### src/rtl/fetch_prefetch_queue.sv
// fetch_prefetch_queue
//   Instruction fetch front end. Owns the fetch PC, issues reads on the
//   synchronous instruction port of the memory, and buffers each returned
//   instruction together with its address+1 in a small FIFO. The head entry
//   is offered to decode over a valid/ready handshake. A flush empties the
//   queue, drops any read in flight and restarts fetch at flush_pc.
//
// Ports
//   clock        rising-edge clock
//   reset        asynchronous, active-high; clears all state
//   flush        redirect request; flush_pc is sampled while it is high
//   flush_pc     new fetch address
//   dec_ready    decode accepts the head entry
//   dec_valid    head entry valid
//   dec_instr    head instruction
//   dec_pc_next  head instruction address + 1
//   imem_addr    instruction read address (= fetch_pc)
//   imem_rden    read issue strobe
//   imem_q       read data, valid the cycle after imem_rden
//   fetch_pc     next address to be issued
//   count        occupied queue entries
module fetch_prefetch_queue #(
  parameter int unsigned DEPTH = 4,
  parameter int unsigned AW    = 8,
  parameter int unsigned IW    = 8
) (
  input  logic                         clock,
  input  logic                         reset,
  input  logic                         flush,
  input  logic [AW-1:0]                flush_pc,
  input  logic                         dec_ready,
  output logic                         dec_valid,
  output logic [IW-1:0]                dec_instr,
  output logic [AW-1:0]                dec_pc_next,
  output logic [AW-1:0]                imem_addr,
  output logic                         imem_rden,
  input  logic [IW-1:0]                imem_q,
  output logic [AW-1:0]                fetch_pc,
  output logic [$clog2(DEPTH+1)-1:0]   count
);

  localparam int unsigned PW = $clog2(DEPTH);
  localparam int unsigned CW = $clog2(DEPTH + 1);

  logic [IW-1:0] instr_store [DEPTH];
  logic [AW-1:0] pcn_store   [DEPTH];

  logic [PW-1:0] wr_ptr;
  logic [PW-1:0] rd_ptr;
  logic [CW-1:0] count_q;
  logic          inflight;
  logic [AW-1:0] ret_addr;
  logic [AW-1:0] fetch_pc_q;

  logic [CW:0]   occupancy;
  logic          has_space;
  logic          issue;
  logic          enq;
  logic          deq;

  // An in-flight read already owns a slot, so it counts against space.
  // The check uses the current count only: a dequeue in the same cycle
  // does not open room for an issue until the following cycle.
  assign occupancy = {1'b0, count_q} + {{CW{1'b0}}, inflight};
  assign has_space = occupancy < (CW+1)'(DEPTH);
  assign issue     = !reset && !flush && has_space;

  assign dec_valid   = (count_q != '0);
  assign dec_instr   = instr_store[rd_ptr];
  assign dec_pc_next = pcn_store[rd_ptr];
  assign imem_addr   = fetch_pc_q;
  assign imem_rden   = issue;
  assign fetch_pc    = fetch_pc_q;
  assign count       = count_q;

  // Returning data and handshakes are ignored in a flush cycle.
  assign enq = inflight && !flush;
  assign deq = dec_valid && dec_ready && !flush;

  always_ff @(posedge clock or posedge reset) begin
    if (reset) begin
      fetch_pc_q <= '0;
      inflight   <= 1'b0;
      ret_addr   <= '0;
      wr_ptr     <= '0;
      rd_ptr     <= '0;
      count_q    <= '0;
    end else if (flush) begin
      fetch_pc_q <= flush_pc;
      inflight   <= 1'b0;
      wr_ptr     <= '0;
      rd_ptr     <= '0;
      count_q    <= '0;
    end else begin
      inflight <= issue;
      if (issue) begin
        fetch_pc_q <= fetch_pc_q + AW'(1);
        ret_addr   <= fetch_pc_q;
      end
      if (enq) wr_ptr <= wr_ptr + PW'(1);
      if (deq) rd_ptr <= rd_ptr + PW'(1);
      case ({enq, deq})
        2'b10:   count_q <= count_q + CW'(1);
        2'b01:   count_q <= count_q - CW'(1);
        default: count_q <= count_q;
      endcase
    end
  end

  // Storage holds no reset value; entries are only observed once written.
  always_ff @(posedge clock) begin
    if (!reset && enq) begin
      instr_store[wr_ptr] <= imem_q;
      pcn_store[wr_ptr]   <= ret_addr + AW'(1);
    end
  end

endmodule

### config.mk
export PLATFORM = sky130hd
export DESIGN_NAME = fetch_prefetch_queue
export DESIGN_NICKNAME = d
export VERILOG_FILES = /design/src/rtl/fetch_prefetch_queue.sv
export SDC_FILE = /design/constraint.sdc
export NUM_CORES = 1
export LEC_CHECK = 0
export CAP_MARGIN = 20
export CORE_MARGIN = 2
export CORE_UTILIZATION = 50
export DETAILED_ROUTE_END_ITERATION = 10
export MAX_ROUTING_LAYER = met4
export PLACE_DENSITY_LB_ADDON = 0.25
export SKIP_CTS_REPAIR_TIMING = 1
export SYNTH_ARGS = -nofsm -noshare
export SYNTH_HDL_FRONTEND = slang
export SYNTH_SLANG_ARGS = --single-unit
### constraint.sdc
create_clock -name clock -period 6.1 [get_ports clock]
set_clock_uncertainty 0.15 [all_clocks]
set_input_delay 1.22 -clock clock [delete_from_list [all_inputs] [get_ports clock]]
set_output_delay 1.22 -clock clock [all_outputs]
set_load 0.02 [all_outputs]
; After elaboration in Yosys (flattened, before gate mapping)
; Memories as Yosys holds them, arrays and structs flattened.
; Cells that the tools add are included.
[word_totals]
register_bits = 24
in_bits = 20
ramBits = 64
memories = 2
output_inout_bits = 37
[memory_table]
columns = memory, words, word_bits, rd, rd_clocked_by_memory_dff, write_ports, line_no
row1 = instr_store, 4, 8, 1, 0, 1, 45  ; logic [IW-1:0] instr_store [DEPTH];
row2 = pcn_store, 4, 8, 1, 0, 1, 46  ; logic [AW-1:0] pcn_store [DEPTH];
[classes]
reduce_logical = 14
n_addsub = 7
muxes = 11
bitwise = 1
order_cmp = 1
n_eq_ne = 2
[ops]
columns = op, count
row1 = 8-bit by 1-bit adder with 8-bit output (second input constant), 2
row2 = 8-bit two-way mux, 2
row3 = 2-bit two-way mux, 4
row4 = 1-bit logical AND, 6
row5 = 3-bit one-hot mux with 2 select lines, 1
row6 = 2-bit nonzero test, 3
row7 = 3-bit nonzero test, 2
row8 = 2-bit by 1-bit adder with 2-bit output (second input constant), 2
row9 = 3-bit by 1-bit adder with 4-bit output, 1
row10 = 4-bit by 3-bit < comparator with 1-bit output (second input constant), 1
row11 = 3-bit by 1-bit adder with 3-bit output (second input constant), 1
row12 = 1-bit two-way mux, 3
row13 = 3-bit two-way mux, 1
row14 = 3-bit by 1-bit subtractor with 3-bit output (second input constant), 1
row15 = 2-bit by 1-bit == test with 1-bit output (second input constant), 1
row16 = 2-bit == test (second input constant), 1
row17 = 1-bit zero test, 2
row18 = 2-bit AND reduction, 1
row19 = 1-bit NOT, 1

; Depth between registers and ports, before layout
; Gate-level depths: netlist of the first run.
[depth]
depth_word = 6
depth_mapped = 7

; Least setup slack after synthesis of the first run
; OpenSTA, ideal clock, no wires.
[synth_path]
path_type = input to output
from = input flush
to = output imem_rden
path_stages = 4
path_slack_ps = 2803
arrival_time_ps = 1927
path_cell_list = nor2_1 > nand3b_4 > buf_4 > inv_1
[synth_via]
elab_chain_cells = 3
[synth_lines]
columns = element, line_no
row1 = from (decl), 29  ; input logic flush,
row2 = 1-bit zero test, 66  ; assign issue = !reset && !flush && has_space;
row3 = 1-bit logical AND (2 in a row), 66
row4 = to (decl), 36  ; output logic imem_rden,
; Every way passes these cells.

; Final worst setup path of the first run
; Ends and elaborated chain as after synthesis.

==> results of run 1 <==
-- logic make-up after synthesis --
kind of cell,count (synthesis),share of synthesized area [%]
compound gates,20,4.34
xor+xnor,10,2.35
fa+ha+maj,7,2.55
buf+inv,24,3.56
flops,88,67.8
mux,18,10.2
simple gates,64,9.21
-- final cells by class --
cell class              count  area (um2)  area share (%)
clock inverters             7        37.5           0.838
clock buffers               9         124            2.77
multi-input cells         119        1070            23.8
flip-flops and latches     88        2520            56.3
inverters                   7        26.3           0.587
well taps                  99         124            2.77
repair buffers             58         576            12.9
-- flip-flops by register name (all words and copies together) (netlist names) --
register and cells:
ret_addr 8, rd_ptr 2, fetch_pc 8, count 3, wr_ptr 2, inflight 1
instr_store 32, pcn_store 32
-- placed cells by master (no fill, tap or decap), types with 2 or more instances in the layout --
cell type	netlist	routed
sky130_fd_sc_hd__o21ai_0	4	4
sky130_fd_sc_hd__nor3b_1	4	4
sky130_fd_sc_hd__nor3_1	5	5
sky130_fd_sc_hd__nor2_1	9	9
sky130_fd_sc_hd__ha_1	6	6
sky130_fd_sc_hd__edfxtp_1	64	64
sky130_fd_sc_hd__clkdlybuf4s50_1	0	56
sky130_fd_sc_hd__nand3_1	8	8
sky130_fd_sc_hd__buf_4	10	2
sky130_fd_sc_hd__a31oi_1	3	3
sky130_fd_sc_hd__inv_1	6	6
sky130_fd_sc_hd__a21oi_1	2	2
sky130_fd_sc_hd__a21o_1	2	2
sky130_fd_sc_hd__clkinv_1	0	4
sky130_fd_sc_hd__xnor2_1	6	6
sky130_fd_sc_hd__mux4_2	16	16
sky130_fd_sc_hd__and3_1	10	10
sky130_fd_sc_hd__nand2_1	22	22
sky130_fd_sc_hd__a221o_1	6	6
sky130_fd_sc_hd__xor2_1	4	4
sky130_fd_sc_hd__dfrtp_1	24	24
sky130_fd_sc_hd__clkbuf_8	0	9
sky130_fd_sc_hd__mux2i_1	2	2
-- worst register-to-register path: stages, from the launching register on --
cell                      delay (ns)
sky130_fd_sc_hd__dfrtp_1        0.51
sky130_fd_sc_hd__o31ai_4        0.37
sky130_fd_sc_hd__nor3_1         0.10
sky130_fd_sc_hd__fa_1           0.40
sky130_fd_sc_hd__nor3_1         0.25
sky130_fd_sc_hd__o21ai_0        0.12
sky130_fd_sc_hd__nor3b_1        0.14
-- routing by layer --
| layer | vias to the layer above | global-route usage (%) | wire [um] |
|---|---|---|---|
| met1 | 992 | 22.4 | 2880 |
| met3 | 10 | 3.59 | 274 |
| met5 | - | - | 0 |
| met4 | 0 | 8.08 | 133 |
| met2 | 62 | 25.9 | 2920 |
| li1 | 966 | - | - |
-- power breakdown --
part           switching [uW]  total, uW  internal, uW  leakage, uW
clock                     194        338           144    0.0000835
sequential               74.8        796           721     0.000885
combinational             252        513           261     0.000661
total                     521       1650          1130      0.00163
-- how the worst min path moves through the flow --
stage                                         end  cells past startpoint               startpoint  slack (ns)
after floorplan           ret_addr[1]$_DFFE_PP0P_                      2  ret_addr[1]$_DFFE_PP0P_        0.31
final                     ret_addr[7]$_DFFE_PP0P_                      2  ret_addr[7]$_DFFE_PP0P_        0.36
after global placement    ret_addr[7]$_DFFE_PP0P_                      2  ret_addr[7]$_DFFE_PP0P_        0.34
after global routing      ret_addr[1]$_DFFE_PP0P_                      2  ret_addr[1]$_DFFE_PP0P_        0.41
after CTS                 ret_addr[7]$_DFFE_PP0P_                      2  ret_addr[7]$_DFFE_PP0P_        0.36
after detailed placement  ret_addr[7]$_DFFE_PP0P_                      2  ret_addr[7]$_DFFE_PP0P_        0.34
-- cell usage after synthesis (all sizes together) (3+ instances only) --
| cell | instances | area (um2) |
|---|---|---|
| xor2 | 4 | 35.0 |
| nand3 | 9 | 57.6 |
| ha | 6 | 75.1 |
| edfxtp | 64 | 1920 |
| nor3 | 6 | 35.0 |
| a221o | 6 | 60.1 |
| and3 | 11 | 70.1 |
| o21ai | 4 | 20.0 |
| nand2 | 22 | 82.6 |
| nor2 | 9 | 33.8 |
| dfrtp | 24 | 601 |
| clkbuf | 3 | 11.3 |
| mux4 | 16 | 360 |
| buf | 14 | 95.1 |
| xnor2 | 6 | 52.6 |
| nor3b | 4 | 30.0 |
| inv | 7 | 26.3 |
| a31oi | 3 | 18.8 |
-- through the flow --
stage	hold WS (ns)	worst slack [ns]
CTS	0.363	1.61
detailed placement	0.345	1.61
global placement	0.342	1.66
floorplan	0.313	2.80
finish	0.358	1.61
global route	0.413	1.51
==> impl_metrics.json, run 1 <==
{
  "cts_inserted_buffers": 9,
  "ys_async_sr_fraction_pct": 27.3,
  "first_global_vias": 2111,
  "run_status": "finished clean",
  "drt-pass1-iter-count": 4,
  "worst_ep_arrival_time_ns": 3.12,
  "boundaryPins": 57,
  "clock_sink_count": 88,
  "chipWidth_um": 90.3,
  "irDropWorstVdd_v": 0.000233,
  "slowest_delay_ns": 0.60,
  "cp_max_fo": 21,
  "slew-limit-headroom_pct": 40.6,
  "floorplan_row_count": 31,
  "worst_setup_hold_path_clk_slew_ns": 0.08,
  "worst_skew_pair.late_latency_ns": 0.35,
  "drc": 0,
  "regToRegEndpoint": "count[2]$_DFFE_PP0P_",
  "worstSetupPathDepth": 6,
  "hold_path.class": "reg -> reg",
  "finalHoldViolCount": 0,
  "antenna_cells_inserted": 0,
  "place_inst": 371,
  "tritoncts": "built",
  "grt_first_pass_wirelength_mm": 10.4,
  "worst-r2r-cell-count": 6,
  "ff2ff_setup_slack_ns": 3.95,
  "startpoint": "flush",
  "number_of_nets_still_failing_antenna_checks_after_routing": 0,
  "synth.lib_cells_used.distinct": 33,
  "worst_slew_pin_slew_ns": 0.890,
  "detailed_place.area_um2": 4320,
  "viasPerCell": 5.25,
  "mappedNetlistNets": 258,
  "fillerInstances": 545,
  "static-leakage-power_uw": 0.00163,
  "setup_total_negative_slack_ns": 0,
  "max_capacitance_violation_count": 0,
  "minimum_clock_period_after_layout_ns": 4.49,
  "dieArea_um2": 8150,
  "crit_buf_inv": 4,
  "p_per_area_nw_per_um2": 368,
  "yosys_register_bits": 88,
  "critical_path.endpoint": "imem_rden",
  "grt_start_max_net_pins": 25,
  "initial_utilization_pct": 51.6,
  "crit_top_cell": "sky130_fd_sc_hd__clkdlybuf4s50_1",
  "grt.total_usage_pct": 17.1,
  "max-clock-path-buffers": 2,
  "place.detailed.hpwl_mm": 4.15,
  "routed_wire_length_per_instance_um": 16.0,
  "synth_area_per_cell_um2": 16.1,
  "final_cells": 387,
  "synth_sequential_area_ratio_pct": 67.8,
  "ys_dominant_reg_cell": "sky130_fd_sc_hd__edfxtp_1",
  "flow.area_growth_from_synthesis_pct": 20.3,
  "slew_viol_final": 0,
  "finalSetupViolCount": 0,
  "post_route_cells_drive_above_1_share_pct": 12.8,
  "critical-path-slowest-cell": "sky130_fd_sc_hd__clkdlybuf4s50_1",
  "yosysWarnings": 0,
  "totalWireLength_mm": 6.21,
  "finalPower_uw": 1650,
  "timing.critical_path.to_type": "output port",
  "cts-htree-levels": 3,
  "cp_cell_sequence": "clkdlybuf4s50_1, buf_4, nor2_1, nand3b_4, inv_1, clkdlybuf4s50_1",
  "detail_route.iter0.violations": 151,
  "synthesis.instances": 231,
  "utilization_pct": 62.1,
  "die_y_um": 90.3,
  "path_class": "in -> out",
  "grt_setup_unrepaired": "false",
  "critical_path.startpoint_type": "input pin",
  "fin_crit_sh_pct": 73.7,
  "io_port_bufs": 56,
  "dr_total_vias": 2030,
  "clock_tree.root_cell": "sky130_fd_sc_hd__clkbuf_8",
  "max_freq_ghz": 0.223,
  "post_synth_instance_area_um2": 3720,
  "final_area_um2": 4480,
  "place.gp.congestion": 0.841,
  "grt_antenna_before_repair": 0,
  "cp.required_ns": 4.73,
  "fin_nets": 310,
  "grt_overflow": 0,
  "floorplan.core_area_um2": 7210,
  "regToRegStartpoint": "count[0]$_DFFE_PP0P_",
  "critical_path.top_delay_family": "buffers and inverters",
  "edff_count_synth": 64
}
Note: power is estimated with default switching activity, not from simulation.
==> run 2: changes to the inputs <==
- clock period: 6.1 -> 4.3 ns (I/O delays scaled with it)
==> run 2 against run 1 <==
  * First-iteration DRC count up 24%
  * Global-route usage up 0.062 points
  * Total power up 45%
  * Die area unchanged
  * Flip-flop and latch count unchanged
  * Wire length down 0.81%
  * Worst setup slack worse by 0.88 ns
  * Cell area up 0.59%
  * Largest power group unchanged
  * Highest routed layer unchanged
==> impl_metrics.json, run 2 (synthesis gave the netlist of run 1 again) <==
{
  "irDropWorstVdd_v": 0.000277,
  "routed_wire_length_per_instance_um": 15.9,
  "grt_first_pass_wirelength_mm": 10.4,
  "cp_max_fo": 16,
  "run_status": "finished clean",
  "max_freq_ghz": 0.280,
  "holdPathEnd": "ret_addr[1]$_DFFE_PP0P_",
  "chipWidth_um": 90.3,
  "slew-limit-headroom_pct": 39.7,
  "cts-htree-levels": 3,
  "finalPower_uw": 2390,
  "utilization_pct": 62.4,
  "grt_antenna_before_repair": 0,
  "drc": 0,
  "timing.critical_path.to_type": "output port",
  "final_area_um2": 4500,
  "first_global_vias": 2096,
  "fin_nets": 310,
  "viasPerCell": 5.30,
  "largest_registers": "instr_store (32), pcn_store (32)",
  "max-clock-path-buffers": 2,
  "grt_start_max_net_pins": 25,
  "floorplan.core_area_um2": 7210,
  "ff2ff_setup_slack_ns": 2.19,
  "static-leakage-power_uw": 0.00164,
  "cp.required_ns": 3.29,
  "tritoncts": "built",
  "hold_path.startpoint": "ret_addr[1]$_DFFE_PP0P_",
  "slew_viol_final": 0,
  "boundaryPins": 57,
  "finalSetupViolCount": 0,
  "minimum_clock_period_after_layout_ns": 3.57,
  "fin_crit_sh_pct": 83.1,
  "initial_utilization_pct": 51.6,
  "worst_hold_path_cells": 2,
  "worst_skew_pair.late_latency_ns": 0.34,
  "die_y_um": 90.3,
  "floorplan_row_count": 31,
  "clock_sink_count": 88,
  "p_per_area_nw_per_um2": 530,
  "grt_overflow": 0,
  "whs_ns": 0.365,
  "detail_route.iter0.violations": 187,
  "clock_tree.root_cell": "sky130_fd_sc_hd__clkbuf_8",
  "worst_slew_pin_slew_ns": 0.903,
  "finalHoldViolCount": 0,
  "most_common_cell_after_layout_fill_and_taps_aside": "sky130_fd_sc_hd__edfxtp_1",
  "io_port_bufs": 56,
  "dr_total_vias": 2053,
  "place.detailed.hpwl_mm": 4.15,
  "post_route_cells_drive_above_1_share_pct": 13.2,
  "antenna_cells_inserted": 0,
  "path_class": "in -> out",
  "max_capacitance_violation_count": 0,
  "grt_setup_unrepaired": "false",
  "most-common-layout-cells": "sky130_fd_sc_hd__edfxtp_1 (64), sky130_fd_sc_hd__clkdlybuf4s50_1 (56), sky130_fd_sc_hd__dfrtp_1 (24), sky130_fd_sc_hd__nand2_1 (22), sky130_fd_sc_hd__mux4_2 (16)",
  "grt.total_usage_pct": 17.1,
  "detailed_place.area_um2": 4320,
  "regArea_um2": 2520,
  "critical_path.startpoint_type": "input pin",
  "worst_ep_arrival_time_ns": 2.56,
  "hold_path.class": "reg -> reg",
  "number_of_nets_still_failing_antenna_checks_after_routing": 0,
  "drt-pass1-iter-count": 4,
  "flow.area_growth_from_synthesis_pct": 21.0,
  "setup_total_negative_slack_ns": 0,
  "worst_setup_hold_path_clk_slew_ns": 0.08,
  "multi_input_area_um2": 1070,
  "worst-r2r-cell-count": 6,
  "cts_inserted_buffers": 9,
  "totalWireLength_mm": 6.16,
  "dieArea_um2": 8150,
  "fillerInstances": 548,
  "regToRegEndpoint": "count[2]$_DFFE_PP0P_",
  "place.gp.congestion": 0.855,
  "regToRegStartpoint": "count[0]$_DFFE_PP0P_"
}
## run 2: cell types whose count changed in the layout (fill, tap and decap cells not counted), sizes merged
cell	before	now
bufinv	0	1
clkbuf	9	10
inv	8	7
clkinv	6	5
## run 2: stage by stage
stage | std cells | setup slack, ns
2_1_floorplan | 231 | 1.66
5_1_grt | 387 | 0.606
3_3_place_gp | 371 | 0.747
3_5_place_dp | 371 | 0.715
4_1_cts | 387 | 0.712
6_report | 387 | 0.726
## run 2: critical path, cell delays in order
cell and delay, ns:
sky130_fd_sc_hd__clkdlybuf4s50_1 0.44, sky130_fd_sc_hd__nor2_1 0.33, sky130_fd_sc_hd__nand3b_4 0.24, sky130_fd_sc_hd__inv_1 0.09, sky130_fd_sc_hd__clkdlybuf4s50_1 0.60
## run 2: power by group
| part | total (uW) | switching [uW] | internal, uW |
|---|---|---|---|
| Combinational | 724 | 353 | 371 |
| Clock | 537 | 271 | 266 |
| Sequential | 1130 | 105 | 1020 |
## run 2: worst max path at each step
stage	from	endpoint	slack, ns	cells past startpoint
finish	reset	imem_rden	0.73	5
global placement	reset	imem_rden	0.75	5
floorplan	flush	count[2]$_DFFE_PP0P_	1.66	7
global route	flush	imem_rden	0.61	5
detailed placement	reset	imem_rden	0.71	5
CTS	flush	imem_rden	0.71	5
## run 2: cell type report
class | count | area share (%)
inverter | 7 | 0.583
clock inverter | 6 | 1.33
timing repair buffer | 58 | 12.8
sequential | 88 | 56.0
multi-input combinational | 119 | 23.7
clock buffer | 10 | 2.83
tap | 99 | 2.75
## run 2: per-layer routing
metal	wire (um)	up-vias	track usage (%)
met5	0	-	-
met1	2790	1020	21.7
li1	-	973	-
met3	272	4	3.76
met4	49	0	7.31
met2	3040	56	27.1
==> run 3: changes to the inputs <==
- clock period: 4.3 -> 3.6 ns (I/O delays scaled with it)
==> run 3 against run 2 <==
  * Flip-flop and latch count unchanged
  * Sequential power increased by 19%
  * Utilization increased by 1.0 points
  * Clock-buffer cell count decreased by 1
  * Cell area increased by 1.7%
  * Combinational power increased by 21%
  * Non-clock buffer count increased by 6
==> impl_metrics.json, run 3 (synthesis gave the netlist of run 1 again) <==
{
  "run_status": "finished clean",
  "max-clock-path-buffers": 2,
  "cp_max_fo": 5,
  "finalPower_uw": 2950,
  "switchingPower_uw": 886,
  "fin_crit_sh_pct": 87.5,
  "dr_total_vias": 2059,
  "most_common_cell_after_layout_fill_and_taps_aside": "sky130_fd_sc_hd__edfxtp_1",
  "grt.total_usage_pct": 17.0,
  "viasPerCell": 5.24,
  "p_per_area_nw_per_um2": 644,
  "final_cells": 393,
  "totalWireLength_mm": 6.24,
  "clock_tree.root_cell": "sky130_fd_sc_hd__clkbuf_8",
  "largest_registers": "instr_store (32), pcn_store (32)",
  "drt-pass1-iter-count": 4,
  "cts_inserted_buffers": 9,
  "chipWidth_um": 90.3,
  "max_capacitance_violation_count": 0,
  "number_of_nets_still_failing_antenna_checks_after_routing": 0,
  "detail_route.iter0.violations": 113,
  "worst_ep_arrival_time_ns": 2.28,
  "drc": 0,
  "die_y_um": 90.3,
  "timing.critical_path.to_type": "output port",
  "floorplan.core_area_um2": 7210,
  "place.detailed.hpwl_mm": 4.20,
  "antenna_cells_inserted": 0,
  "switching_share_pct": 30.0,
  "grt_first_pass_wirelength_mm": 10.4,
  "worst_slew_pin_slew_ns": 0.867,
  "critical_path.startpoint_type": "input pin",
  "place.gp.congestion": 0.804,
  "clock_sink_count": 88,
  "fin_nets": 316,
  "worst_skew_pair.late_latency_ns": 0.34,
  "routed_wire_length_per_instance_um": 15.9,
  "minimum_clock_period_after_layout_ns": 3.15,
  "dieArea_um2": 8150,
  "post_route_setup_slack_ns": 0.451,
  "grt_antenna_before_repair": 0,
  "hold_path.class": "reg -> reg",
  "max_freq_ghz": 0.318,
  "floorplan_row_count": 31,
  "setup_total_negative_slack_ns": 0,
  "slew_viol_final": 0,
  "grt_setup_unrepaired": "false",
  "grt_overflow": 0,
  "irDropWorstVdd_v": 0.000410,
  "io_port_bufs": 56,
  "finalSetupViolCount": 0,
  "cts-htree-levels": 3,
  "slew-limit-headroom_pct": 42.2,
  "worst_setup_hold_path_clk_slew_ns": 0.08,
  "setup_slack_placement_ns": 0.457,
  "post_route_cells_drive_above_1_share_pct": 15.6,
  "cp.required_ns": 2.73,
  "intPower_uw": 2060,
  "comb_power_share_pct": 29.8,
  "finalHoldViolCount": 0,
  "most-common-layout-cells": "sky130_fd_sc_hd__edfxtp_1 (64), sky130_fd_sc_hd__clkdlybuf4s50_1 (56), sky130_fd_sc_hd__dfrtp_1 (24), sky130_fd_sc_hd__nand2_1 (22), sky130_fd_sc_hd__mux4_2 (16)",
  "flow.area_growth_from_synthesis_pct": 23.0,
  "place_inst": 377,
  "boundaryPins": 57,
  "static-leakage-power_uw": 0.00169,
  "initial_utilization_pct": 51.6,
  "tritoncts": "built",
  "path_class": "in -> out",
  "portion_of_total_power_attributed_to_the_clock_network_pct": 24.6,
  "first_global_vias": 2066,
  "grt_start_max_net_pins": 25,
  "pwr-share-seq_pct": 45.6
}
-- run 3: cell count changes in the layout (fill, tap and decap cells not counted) --
cell | before | now
sky130_fd_sc_hd__buf_4 | 2 | 8
sky130_fd_sc_hd__clkinv_4 | 2 | 0
sky130_fd_sc_hd__inv_6 | 0 | 2
sky130_fd_sc_hd__bufinv_16 | 1 | 2
sky130_fd_sc_hd__clkbuf_1 | 1 | 0
sky130_fd_sc_hd__clkinv_1 | 2 | 1
sky130_fd_sc_hd__clkinvlp_4 | 0 | 1
-- run 3: final timing paths --
check	start	end	slack, ns	cells after the start
max	flush	imem_rden	0.45	5
min	ret_addr[1]$_DFFE_PP0P_	ret_addr[1]$_DFFE_PP0P_	0.37	2
max reg2reg	count[0]$_DFFE_PP0P_	count[2]$_DFFE_PP0P_	1.43	6
min reg2reg	ret_addr[1]$_DFFE_PP0P_	ret_addr[1]$_DFFE_PP0P_	0.37	2
max in group asynchronous	reset	fetch_pc[5]$_DFFE_PP0P_	2.00	2
min in group asynchronous	reset	wr_ptr[1]$_DFFE_PP0P_	0.77	2
-- run 3: area by class of cell --
class | count | area [um2]
clock buffers | 9 | 124
clock inverters | 7 | 93.8
fillers | 547 | 2640
inverters | 7 | 26.3
multi-input cells | 119 | 1070
flip-flops and latches | 88 | 2520
well taps | 99 | 124
repair buffers | 64 | 621
-- run 3: per-layer routing --
metal	routed length (um)	share of wire, %	track usage, %	vias up
met1	2880	46	22.3	1011
met3	245	3.9	2.84	8
met2	3020	48	26.9	53
met4	95	1.5	7.31	0
met5	0	0	-	-
li1	-	-	-	987
-- run 3: critical path: stages --
cell	delay [ns]
sky130_fd_sc_hd__clkdlybuf4s50_1	0.43
sky130_fd_sc_hd__nor2_1	0.35
sky130_fd_sc_hd__nand3b_4	0.12
sky130_fd_sc_hd__inv_1	0.07
sky130_fd_sc_hd__clkdlybuf4s50_1	0.59
-- run 3: per-stage QoR --
stage / hold slack (ns) / cell area [um2] / util [%]
after floorplan: 0.313 / 3720 / -
after CTS: 0.377 / 4580 / 63.5
after global placement: 0.335 / 4360 / 60.4
after global routing: 0.415 / 4580 / 63.5
after detailed placement: 0.357 / 4360 / 60.4
final: 0.371 / 4580 / 63.5
-- run 3: power by group through the flow --
stage | registers (uW) | clock network [uW] | logic, uW
after floorplan | 1360 | 0 | 563
after global placement | 1360 | 0 | 879
after global routing | 1360 | 783 | 958
final | 1340 | 724 | 879
after CTS | 1340 | 745 | 893
after detailed placement | 1370 | 0 | 888
==> variant (flow settings as in run 3) <==
Change the parameter `AW` from 8 to 10.
--- a/src/rtl/fetch_prefetch_queue.sv
+++ b/src/rtl/fetch_prefetch_queue.sv
@@ -22,5 +22,5 @@
 module fetch_prefetch_queue #(
   parameter int unsigned DEPTH = 4,
-  parameter int unsigned AW    = 8,
+  parameter int unsigned AW    = 10,
   parameter int unsigned IW    = 8
 ) (
Ports: changed (resized dec_pc_next, fetch_pc, flush_pc and imem_addr); port bits go from 57 to 65. No check against the original RTL was run, so the function may have changed too.
==> variant against run 3 <==
Routed wire length up 19%. Count of clock-buffer cells in the layout grew 2. Core utilization shrank 0.97 points. Setup slack improved by 0.099 ns. Power up 7.9%. Area after synthesis rose by 15%. Global-route usage rose by 1.5 points. Cell area is 13% higher. Sequential cell count is 12 higher. Clock power fell by 7.0%. Combinational power up 13%.
==> variant: results (changes against run 3) <==
- Hold EP: ret_addr[9]$_DFFE_PP0P_
- R2R cell count: 6 (unchanged)
- Critical path's top delay family: buffers and inverters
- Clk_lat worst skew: 0.35 ns
- RR Endpoint: count[2]$_DFFE_PP0P_
- Met3 WL: 368 µm (+50%)
- H-tree levels: 3 (unchanged)
- Synth top area cells: edfxtp_1 (51%), dfrtp_1 (16%), mux4_2 (9.5%)
- VDD IR max: 0.307 mV (-25%)
- Post-synthesis sequential area ratio: 0.672 (-0.00609)
- Critical path capture point: imem_rden
- Routed WL per cell: 16.4 µm (+3.5%)
- WL met2: 3510 µm (+16%)
- Setup slack, reg-to-reg: 1.47 ns (+0.04 ns)
- Most frequent cells after synthesis: edfxtp_1 (72), nand2_1 (37), dfrtp_1 (28), mux4_2 (18)
- Post-place setup slack: 0.532 ns (+0.0749 ns)
- Crit path arrival time: 2.18 ns (-0.10 ns)
- R2r startpoint: count[0]$_DFFE_PP0P_
- Placed cells: 435 (+15%)
- HPWL Detailed: 4870 µm (+16%)
- Slowest CP cell: clkdlybuf4s50_1
- LEAKAGE: 1.89 nW (+12%)
- Total track usage: 0.185 (+0.0149)
- HP Class: flop to flop
- Final Instance Count excl. Fillers: 451 (+15%)
- Synth warn: 0 (unchanged)
- Layout cells sized above 1: 0.142 (-0.0148)
- Asr flop ratio synth: 0.280 (+0.00727)
- Syn Nets: 306 (+19%)
- CTS Root Cell: clkbuf_8
- Worst min-delay path startpoint: ret_addr[9]$_DFFE_PP0P_
- Num CTS Buffers: 9 (unchanged)
- Setup crit start: flush
- Met1 wire length: 3480 µm (+21%)
- Largest registers: pcn_store x40, instr_store x32
- Yosys cell types: 43 (+30%)
- Initial drt markers: 108 (-4.4%)
- Syn Inst Count: 277 (+20%)
- DRT Pass-1 Iters: 5 (+1)
- Max_slew headroom: 0.649 (+0.227)
- Min Hold Slack: 0.368 ns (-0.00245 ns)
- First-pass GRT wire length: 12200 µm (+17%)
- Critical path's largest stage delay: 0.61 ns (+0.02 ns)
- GP Congestion: 0.850 (+5.7%)
- Run status: finished, final reports clean
- Final Net Count: 370 (+17%)
- Vias in the first global route: 2495 (+21%)
- Vias per cell: 5.41 (+3.3%)
- Initial antenna violation count: 0 (unchanged)
- Largest net degree at the start of global routing: 29 (+16%)
- IO Port Bufs: 64 (+14%)
- Max FO, Critical Path: 5 (unchanged)
- Post-synth EDFFs: 72 (+13%)
- Clock Tree Buf Depth: 2 (unchanged)
- Highest metal used: met4
- Diode count: 0 (unchanged)
- PnR worst setup slack: 0.550 ns (+0.0987 ns)
- Placed inst area: 4970 µm² (+14%)
==> variant: layer usage <==
layer | vias to the layer above | global-route usage
met5 | - | -
met4 | 0 | 0.0563
met3 | 4 | 0.0478
met2 | 72 | 0.283
met1 | 1210 | 0.248
li1 | 1156 | -
==> variant: area by class of cell <==
cell class | count | area, µm²
fill | 622 | 3100
tap | 105 | 131
clock inverter | 5 | 53.8
inverter | 9 | 33.8
multi-input combinational | 148 | 1240
clock buffer | 11 | 131
sequential | 100 | 2860
timing repair buffer | 73 | 708
==> variant: logic make-up (layout without fill, tap and decap cells) <==
group                      count (synthesis)  count (layout)  synth area share
and+or+nand+nor                           80              80            0.0930
buffers and inverters                     29              98            0.0379
adders and majority gates                  7               7            0.0223
xor gates and xnor gates                  13              13            0.0267
DFF                                      100             100             0.672
muxes                                     20              20            0.0998
AOI/OAI and AO/OA                         28              28            0.0487
==> variant: where the power goes <==
group,switching [mW],internal (mW),total (mW)
clock network,0.353,0.320,0.673
logic,0.503,0.493,0.995
registers,0.125,1.39,1.51
